==> config.mk <==
export PLATFORM = sky130hd
export DESIGN_NAME = serial_frame_ring
export DESIGN_NICKNAME = d
export VERILOG_FILES = /design/src/rtl/serial_frame_ring_pkg.sv /design/src/rtl/frame_ring_counter.sv /design/src/rtl/serial_frame_ring.sv
export SDC_FILE = /design/constraint.sdc
export NUM_CORES = 1
export LEC_CHECK = 0
export BUFFER_PORTS_ARGS = -buffer_cell sky130_fd_sc_hd__buf_4
export CAP_MARGIN = 25
export CORE_UTILIZATION = 59
export CTS_CLUSTER_DIAMETER = 30
export DETAILED_ROUTE_END_ITERATION = 10
export GPL_TIMING_DRIVEN = 0
export PLACE_DENSITY = 0.77
export SLEW_MARGIN = 20
export SYNTH_ARGS = -nofsm -noshare
export SYNTH_HDL_FRONTEND = slang
export SYNTH_SLANG_ARGS = --single-unit
==> constraint.sdc <==
create_clock -name clk -period 2.1 [get_ports clk]
set_input_delay 0.21 -clock clk [delete_from_list [all_inputs] [get_ports clk]]
set_output_delay 0.21 -clock clk [all_outputs]
set_load 0.01 [all_outputs]
==> src/rtl/serial_frame_ring_pkg.sv <==
// Shared definitions for the recirculating serial frame buffer.
// Holds the mode encodings that the top level and the bench both use.
package serial_frame_ring_pkg;

  typedef enum logic [1:0] {
    MODE_RUN   = 2'b00,
    MODE_WRITE = 2'b01,
    MODE_HOLD  = 2'b10,
    MODE_CLEAR = 2'b11
  } mode_e;

  function automatic logic isShiftMode(input mode_e m);
    return m != MODE_HOLD;
  endfunction

endpackage

==> src/rtl/frame_ring_counter.sv <==
// Beat and word position tracker for the frame ring.
// Flags the shift cycle that completes a word, and the word that starts a new frame.
module frame_ring_counter #(
  parameter int BEATS      = 8,
  parameter int WORD_COUNT = 16,
  localparam int BW = (BEATS > 1) ? $clog2(BEATS) : 1,
  localparam int IW = $clog2(WORD_COUNT)
) (
  input  logic          clk,
  input  logic          reset_n,
  input  logic          en_i,
  input  logic          align_i,
  output logic [IW-1:0] word_cnt_o,
  output logic          boundary_o,
  output logic          frame_wrap_o
);

  logic [BW-1:0] beat_q, beat_d;
  logic [IW-1:0] word_q, word_d;
  logic          lastBeat;
  logic          lastWord;

  assign lastBeat = (beat_q == BW'(BEATS - 1));
  assign lastWord = (word_q == IW'(WORD_COUNT - 1));

  // Realignment wins over a boundary landing on the same cycle.
  assign boundary_o   = en_i && !align_i && lastBeat;
  assign frame_wrap_o = boundary_o && (word_q == '0);
  assign word_cnt_o   = word_q;

  always_comb begin
    beat_d = beat_q;
    word_d = word_q;
    if (align_i) begin
      beat_d = '0;
      word_d = '0;
    end else if (en_i) begin
      if (lastBeat) begin
        beat_d = '0;
        word_d = lastWord ? '0 : word_q + 1'b1;
      end else begin
        beat_d = beat_q + 1'b1;
      end
    end
  end

  always_ff @(posedge clk or negedge reset_n) begin
    if (!reset_n) begin
      beat_q <= '0;
      word_q <= '0;
    end else begin
      beat_q <= beat_d;
      word_q <= word_d;
    end
  end

endmodule

==> src/rtl/serial_frame_ring.sv <==
// Recirculating serial frame buffer: a single ring shift register loaded LANES bits
// per clock, re-emitting each completed word in parallel once per word time.
module serial_frame_ring
  import serial_frame_ring_pkg::*;
#(
  parameter int WORD_WIDTH = 8,
  parameter int WORD_COUNT = 16,
  parameter int LANES      = 1,
  localparam int IW = $clog2(WORD_COUNT)
) (
  input  logic                  clk,
  input  logic                  reset_n,
  input  mode_e                 mode,
  input  logic                  align,
  input  logic [LANES-1:0]      din,
  output logic [WORD_WIDTH-1:0] dout,
  output logic                  word_valid,
  output logic                  frame_start,
  output logic [IW-1:0]         word_idx
);

  localparam int BEATS = WORD_WIDTH / LANES;
  localparam int RING  = WORD_WIDTH * WORD_COUNT;

  logic [RING-1:0]       ring_q;
  logic [LANES-1:0]      shiftIn;
  logic [WORD_WIDTH-1:0] completedWord;
  logic                  shiftEn;
  logic                  boundary;
  logic                  frameWrap;
  logic [IW-1:0]         wordCnt;

  logic [WORD_WIDTH-1:0] dout_q;
  logic                  word_valid_q;
  logic                  frame_start_q;
  logic [IW-1:0]         word_idx_q;

  assign shiftEn = isShiftMode(mode);

  always_comb begin
    shiftIn = '0;
    case (mode)
      MODE_RUN:   shiftIn = ring_q[RING-1 -: LANES];
      MODE_WRITE: shiftIn = din;
      default:    shiftIn = '0;
    endcase
  end

  // The word being completed is the tail of the ring plus the bits entering this cycle.
  generate
    if (BEATS == 1) begin : gSingleBeat
      assign completedWord = shiftIn;
    end else begin : gMultiBeat
      assign completedWord = {ring_q[WORD_WIDTH-LANES-1:0], shiftIn};
    end
  endgenerate

  frame_ring_counter #(
    .BEATS      (BEATS),
    .WORD_COUNT (WORD_COUNT)
  ) uCounter (
    .clk          (clk),
    .reset_n      (reset_n),
    .en_i         (shiftEn),
    .align_i      (align),
    .word_cnt_o   (wordCnt),
    .boundary_o   (boundary),
    .frame_wrap_o (frameWrap)
  );

  // Ring storage is deliberately left without reset; contents are undefined until written.
  always_ff @(posedge clk) begin
    if (shiftEn) begin
      ring_q <= {ring_q[RING-LANES-1:0], shiftIn};
    end
  end

  always_ff @(posedge clk or negedge reset_n) begin
    if (!reset_n) begin
      dout_q        <= '0;
      word_valid_q  <= 1'b0;
      frame_start_q <= 1'b0;
      word_idx_q    <= '0;
    end else begin
      word_valid_q  <= boundary;
      frame_start_q <= frameWrap;
      if (boundary) begin
        dout_q     <= completedWord;
        word_idx_q <= wordCnt;
      end
    end
  end

  assign dout        = dout_q;
  assign word_valid  = word_valid_q;
  assign frame_start = frame_start_q;
  assign word_idx    = word_idx_q;

endmodule
After elaboration in Yosys (flattened, before gate mapping) --
Index checks and enable logic that the tools add are counted.
Word-level totals: register bits after elaboration 149, bits of input ports 6, output and inout port bits 14, logic and storage cells 30
Cells by class: add/subtract/negate cells 2, equal/unequal tests 4, mux-type cells 8, reduce and logical (&&, ||, !) cells 9
Operators by type and width (number):
- $mux W4 | 4
- $mux W3 | 3
- $add A4 B1 Y4 const B | 1
- $eq A4 B4 Y1 const B | 1
- $logic_not A4 Y1 | 1
- $reduce_bool A2 Y1 | 2
- $add A3 B1 Y3 const B | 1
- $eq A3 B3 Y1 const B | 1
- $logic_and A1 B1 Y1 | 3
- $eq A2 B1 Y1 const B | 1
- $logic_not A2 Y1 | 1
- $ne A2 B2 Y1 const B | 1
- $pmux W1 S2 | 1
- $reduce_and A2 Y1 | 1
- $logic_not A1 Y1 | 1

Longest topological paths before layout --
depth in word-level cells 5, depth in mapped cells 6, gate-level depth less buffers 5

Modules after synthesis --
A second synthesis with hierarchy kept.
Second synthesis, totals: cell total of the unflattened synthesis 200, area total of the unflattened synthesis 4790.8 um2
Modules (own cells, without submodules):
- serial_frame_ring | instances 1, cells an instance 160, area an instance 4399.2 um2, sequential area each 4194.0 um2
- frame_ring_counter | instances 1, cells an instance 40, area an instance 391.6 um2, sequential area each 175.2 um2

Least setup slack after synthesis --
OpenSTA, ideal clock, no wires.
path kind input to register, from in mode[1], to reg uCounter.word_q[2] (netlist: uCounter.word_cnt_o[2]), library setup time 125 ps, data arrival time 3633 ps, required time 1975 ps, slack -1657 ps, stages 5, buffers on the path 1, path through nor2b_2 buf_6 inv_1 nand3_1 mux2_2
On the way: cells in the longest elaborated chain, start to end 3
RTL lines:
- start: declaration | line serial_frame_ring.sv:13 | input mode_e mode,
- $ne A2 B2 Y1 | line serial_frame_ring_pkg.sv:13 | return m != MODE_HOLD;
- via shiftEn | line serial_frame_ring.sv:28 | logic shiftEn;
- $reduce_bool A2 Y1 (no line)
- $reduce_and A2 Y1 (no line)
- end signal: assignment | line frame_ring_counter.sv:53 | word_q <= word_d;
- end: declaration | line frame_ring_counter.sv:19 | logic [IW-1:0] word_q, word_d;
The timed path passes the listed nets, and every way through them passes these cells. A chain may end at the register's enable or synchronous reset.

Worst setup path in the final report --
from reg uCounter.beat_q[0], to reg dout_q[5] (netlist: dout[5])
On the way: cells in the longest elaborated chain, start to end 2
RTL lines:
- start: declaration | line frame_ring_counter.sv:18 | logic [BW-1:0] beat_q, beat_d;
- start signal: assignment | line frame_ring_counter.sv:52 | beat_q <= beat_d;
- $eq A3 B3 Y1 | line frame_ring_counter.sv:23 | assign lastBeat = (beat_q == BW'(BEATS - 1));
- $logic_and A1 B1 Y1 | line frame_ring_counter.sv:27 | assign boundary_o = en_i && !align_i && lastBeat;
- via boundary | line serial_frame_ring.sv:29 | logic boundary;
- end signal: assignment | line serial_frame_ring.sv:88 | dout_q <= completedWord;
- end: declaration | line serial_frame_ring.sv:33 | logic [WORD_WIDTH-1:0] dout_q;
The timed path passes the listed nets, and every way through them passes these cells.

==> flow_metrics.tcl <==
set metrics [dict create \
    status "finished clean" \
    synth_area_leaders "edfxtp_1 80%, dfrtp_1 11%, mux2_2 3.1%" \
    grt_pass1_wl_um 10520 \
    min_period_ps 1996 \
    yosys_warnings 0 \
    dieArea_um2 8471 \
    grt_pass1_vias 1941 \
    p_leak_nw 2.200 \
    cts_inserted_buffers 17 \
    clk_pin_slew_ps 60 \
    cts_resized 0 \
    synth_top_area_share 0.8036 \
    clock_path_buffers 2 \
    arrival_ps 2390 \
    die_w_um 92.04 \
    dp_cells 327 \
    cts_sinks 149 \
    antenna_found_initial 0 \
    cts.htree.levels 4 \
    core.rowCount 32 \
    fin_cells 360 \
    syn_area_per_cell_um2 23.45 \
    synth_area_um2 4783 \
    hold_path_class "primary input to register" \
    gp_congestion 0.7886 \
    io-pin-count 20 \
    wl_um 6583 \
    fin_ws_ps 104.3 \
    cts_root_buf "clkbuf_8" \
    ir_drop_v 0.0007432 \
    die_h_um 92.04 \
    drive_gt1_frac 0.2713 \
    max_freq_mhz 501.1 \
    diodes 0 \
    final_nets 256 \
    grt_max_degree 39 \
    relSlewSlack 0.5380 \
    path_max_fanout 10 \
    synth.distinct_cells 21 \
    fin_skew_ps 8.168 \
    layout_common_cells "128 x edfxtp_1, 21 x dfrtp_1, 18 x buf_4" \
    layout_commonest_cell "edfxtp_1" \
    worst_pin_slew_ps 691.5 \
    p_per_area_nw_per_um2 1191 \
    dr.pass1.iters 4 \
    critPathKind "register to register" \
    area_growth_pct 19.93 \
    ys_ff_latch 149 \
    post-place-ws_ps -213.9 \
    maxSlewViolCount 0 \
    grt_overflow 0 \
    dp_hpwl_um 3323 \
    final_area_um2 5737 \
    route.detailed.drc 0 \
    fill_cells 438 \
    cts_tree "built" \
    cap_violations 0 \
    required_ps 2490 \
    wire_per_inst_um 18.29 \
    endpoint_kind "register" \
    ys_seq_area_frac 0.9134 \
    yosysTopAreaCell "edfxtp_1" \
    post-route-util 0.7386 \
    via_count 1908 \
    grt_usage 0.1800 \
    drt-vias-per-instance 5.300 \
    dpl-instance-area_um2 5115 \
    synth_fp_nets 214 \
    initial_core_util 0.6158 \
    postSynthCellCount 204 \
    clk-insertion-delay-late_ps 500 \
    period_share 0.9503 \
    hold_violations 0 \
    final-setup-viol-count 0 \
    drt_iter0_drc 165 \
    rsz0062_at_grt "no" \
    fp.coreArea_um2 7767 \
    start_kind "register" \
    ant_nets 0 \
    port-buffer-count 18 \
]
## report_power, final
| group | leakage, nW | total (mW) | internal (mW) | switching (mW) |
|---|---|---|---|---|
| clock network | 0.288 | 3.04 | 1.92 | 1.12 |
| registers | 1.60 | 3.67 | 3.57 | 0.104 |
| logic | 0.310 | 0.114 | 0.0381 | 0.0761 |
| total | 2.20 | 6.83 | 5.53 | 1.30 |
## synth_stat cells
| cell type | count |
|---|---|
| or3_2 | 1 |
| or4_1 | 1 |
| and3_1 | 1 |
| mux2i_1 | 1 |
| ha_1 | 4 |
| dfrtp_1 | 21 |
| nor2_1 | 3 |
| o31ai_1 | 1 |
| o21ai_0 | 2 |
| nor3_4 | 1 |
| nand3_1 | 4 |
| clkbuf_2 | 1 |
| nor2b_1 | 1 |
| buf_6 | 2 |
| a21oi_1 | 7 |
| mux2_2 | 13 |
| nand2_1 | 6 |
| inv_1 | 4 |
| edfxtp_1 | 128 |
| nor2b_2 | 1 |
| a31oi_1 | 1 |
## worst paths after layout
path                               startpoint                      to  slack [ps]  depth (start not counted)
setup reg to reg           uCounter.beat_q[0]                 dout[5]         100                          6
min in group asynchronous             reset_n             word_idx[1]         110                          2
hold reg to reg                    ring_q[82]              ring_q[83]         410                          0
setup / recovery           uCounter.beat_q[0]                 dout[5]         100                          6
hold / removal                          align  uCounter.word_cnt_o[1]          20                          2
max in group asynchronous             reset_n                 dout[0]        1770                          2
## worst max-delay path, stage by stage (launching register included)
cell and delay [ps]:
dfrtp_1 380, ha_1 180, ha_1 290, inv_1 150, nor3_4 330, buf_6 200
mux2_2 350
## state kept, by name (all words and copies together), names as in the netlist
register             cells
dout                     8
frame_start              1
ring_q                 128
uCounter.beat_q          3
uCounter.word_cnt_o      4
word_idx                 4
word_valid               1
## layout make-up
| class | count | area (um^2) | share of cell area |
|---|---|---|---|
| Clock inverter | 13 | 183.9 | 0.03206 |
| Multi-Input combinational cell | 48 | 376.6 | 0.06565 |
| Timing Repair Buffer | 23 | 215.2 | 0.03751 |
| Clock buffer | 18 | 417.9 | 0.07285 |
| Tap cell | 102 | 127.6 | 0.02225 |
| Sequential cell | 149 | 4369 | 0.7616 |
| Inverter | 4 | 18.77 | 0.003272 |
| Buffer | 3 | 27.53 | 0.004798 |
## metrics by stage
stage          hold WS, ps  power, mW  TNS, ps
6_report             20.88      6.830        0
5_1_grt              10.83      7.051        0
4_1_cts              6.679      6.905        0
3_5_place_dp         107.5      3.831    -7458
3_3_place_gp         104.1      3.815  -186390
2_1_floorplan       -85.59      3.738   -90620
## kinds of logic after synthesis
| family | count (synthesis) | share of synthesized area |
|---|---|---|
| DFF | 149 | 0.9134 |
| and+or+nand+nor | 19 | 0.02224 |
| muxes | 14 | 0.03270 |
| AOI/OAI and AO/OA | 11 | 0.01229 |
| buffers and inverters | 7 | 0.008891 |
| adders and majority gates | 4 | 0.01046 |
## metal layers
metal | up-vias | GRT usage | share of wire
met5 | - | 0 | 0
met4 | 0 | 0.08594 | 0.013
met3 | 9 | 0.06633 | 0.037
met2 | 44 | 0.2450 | 0.46
met1 | 983 | 0.2606 | 0.49
li1 | 872 | - | -
## repair_timing
action / 4_1_cts / 5_1_grt
hold buffers: 2 / 0
setup buffers: 0 / 0
hold endpoints to repair: 22 / 0
No activity file was read; power rests on OpenSTA's default activity.
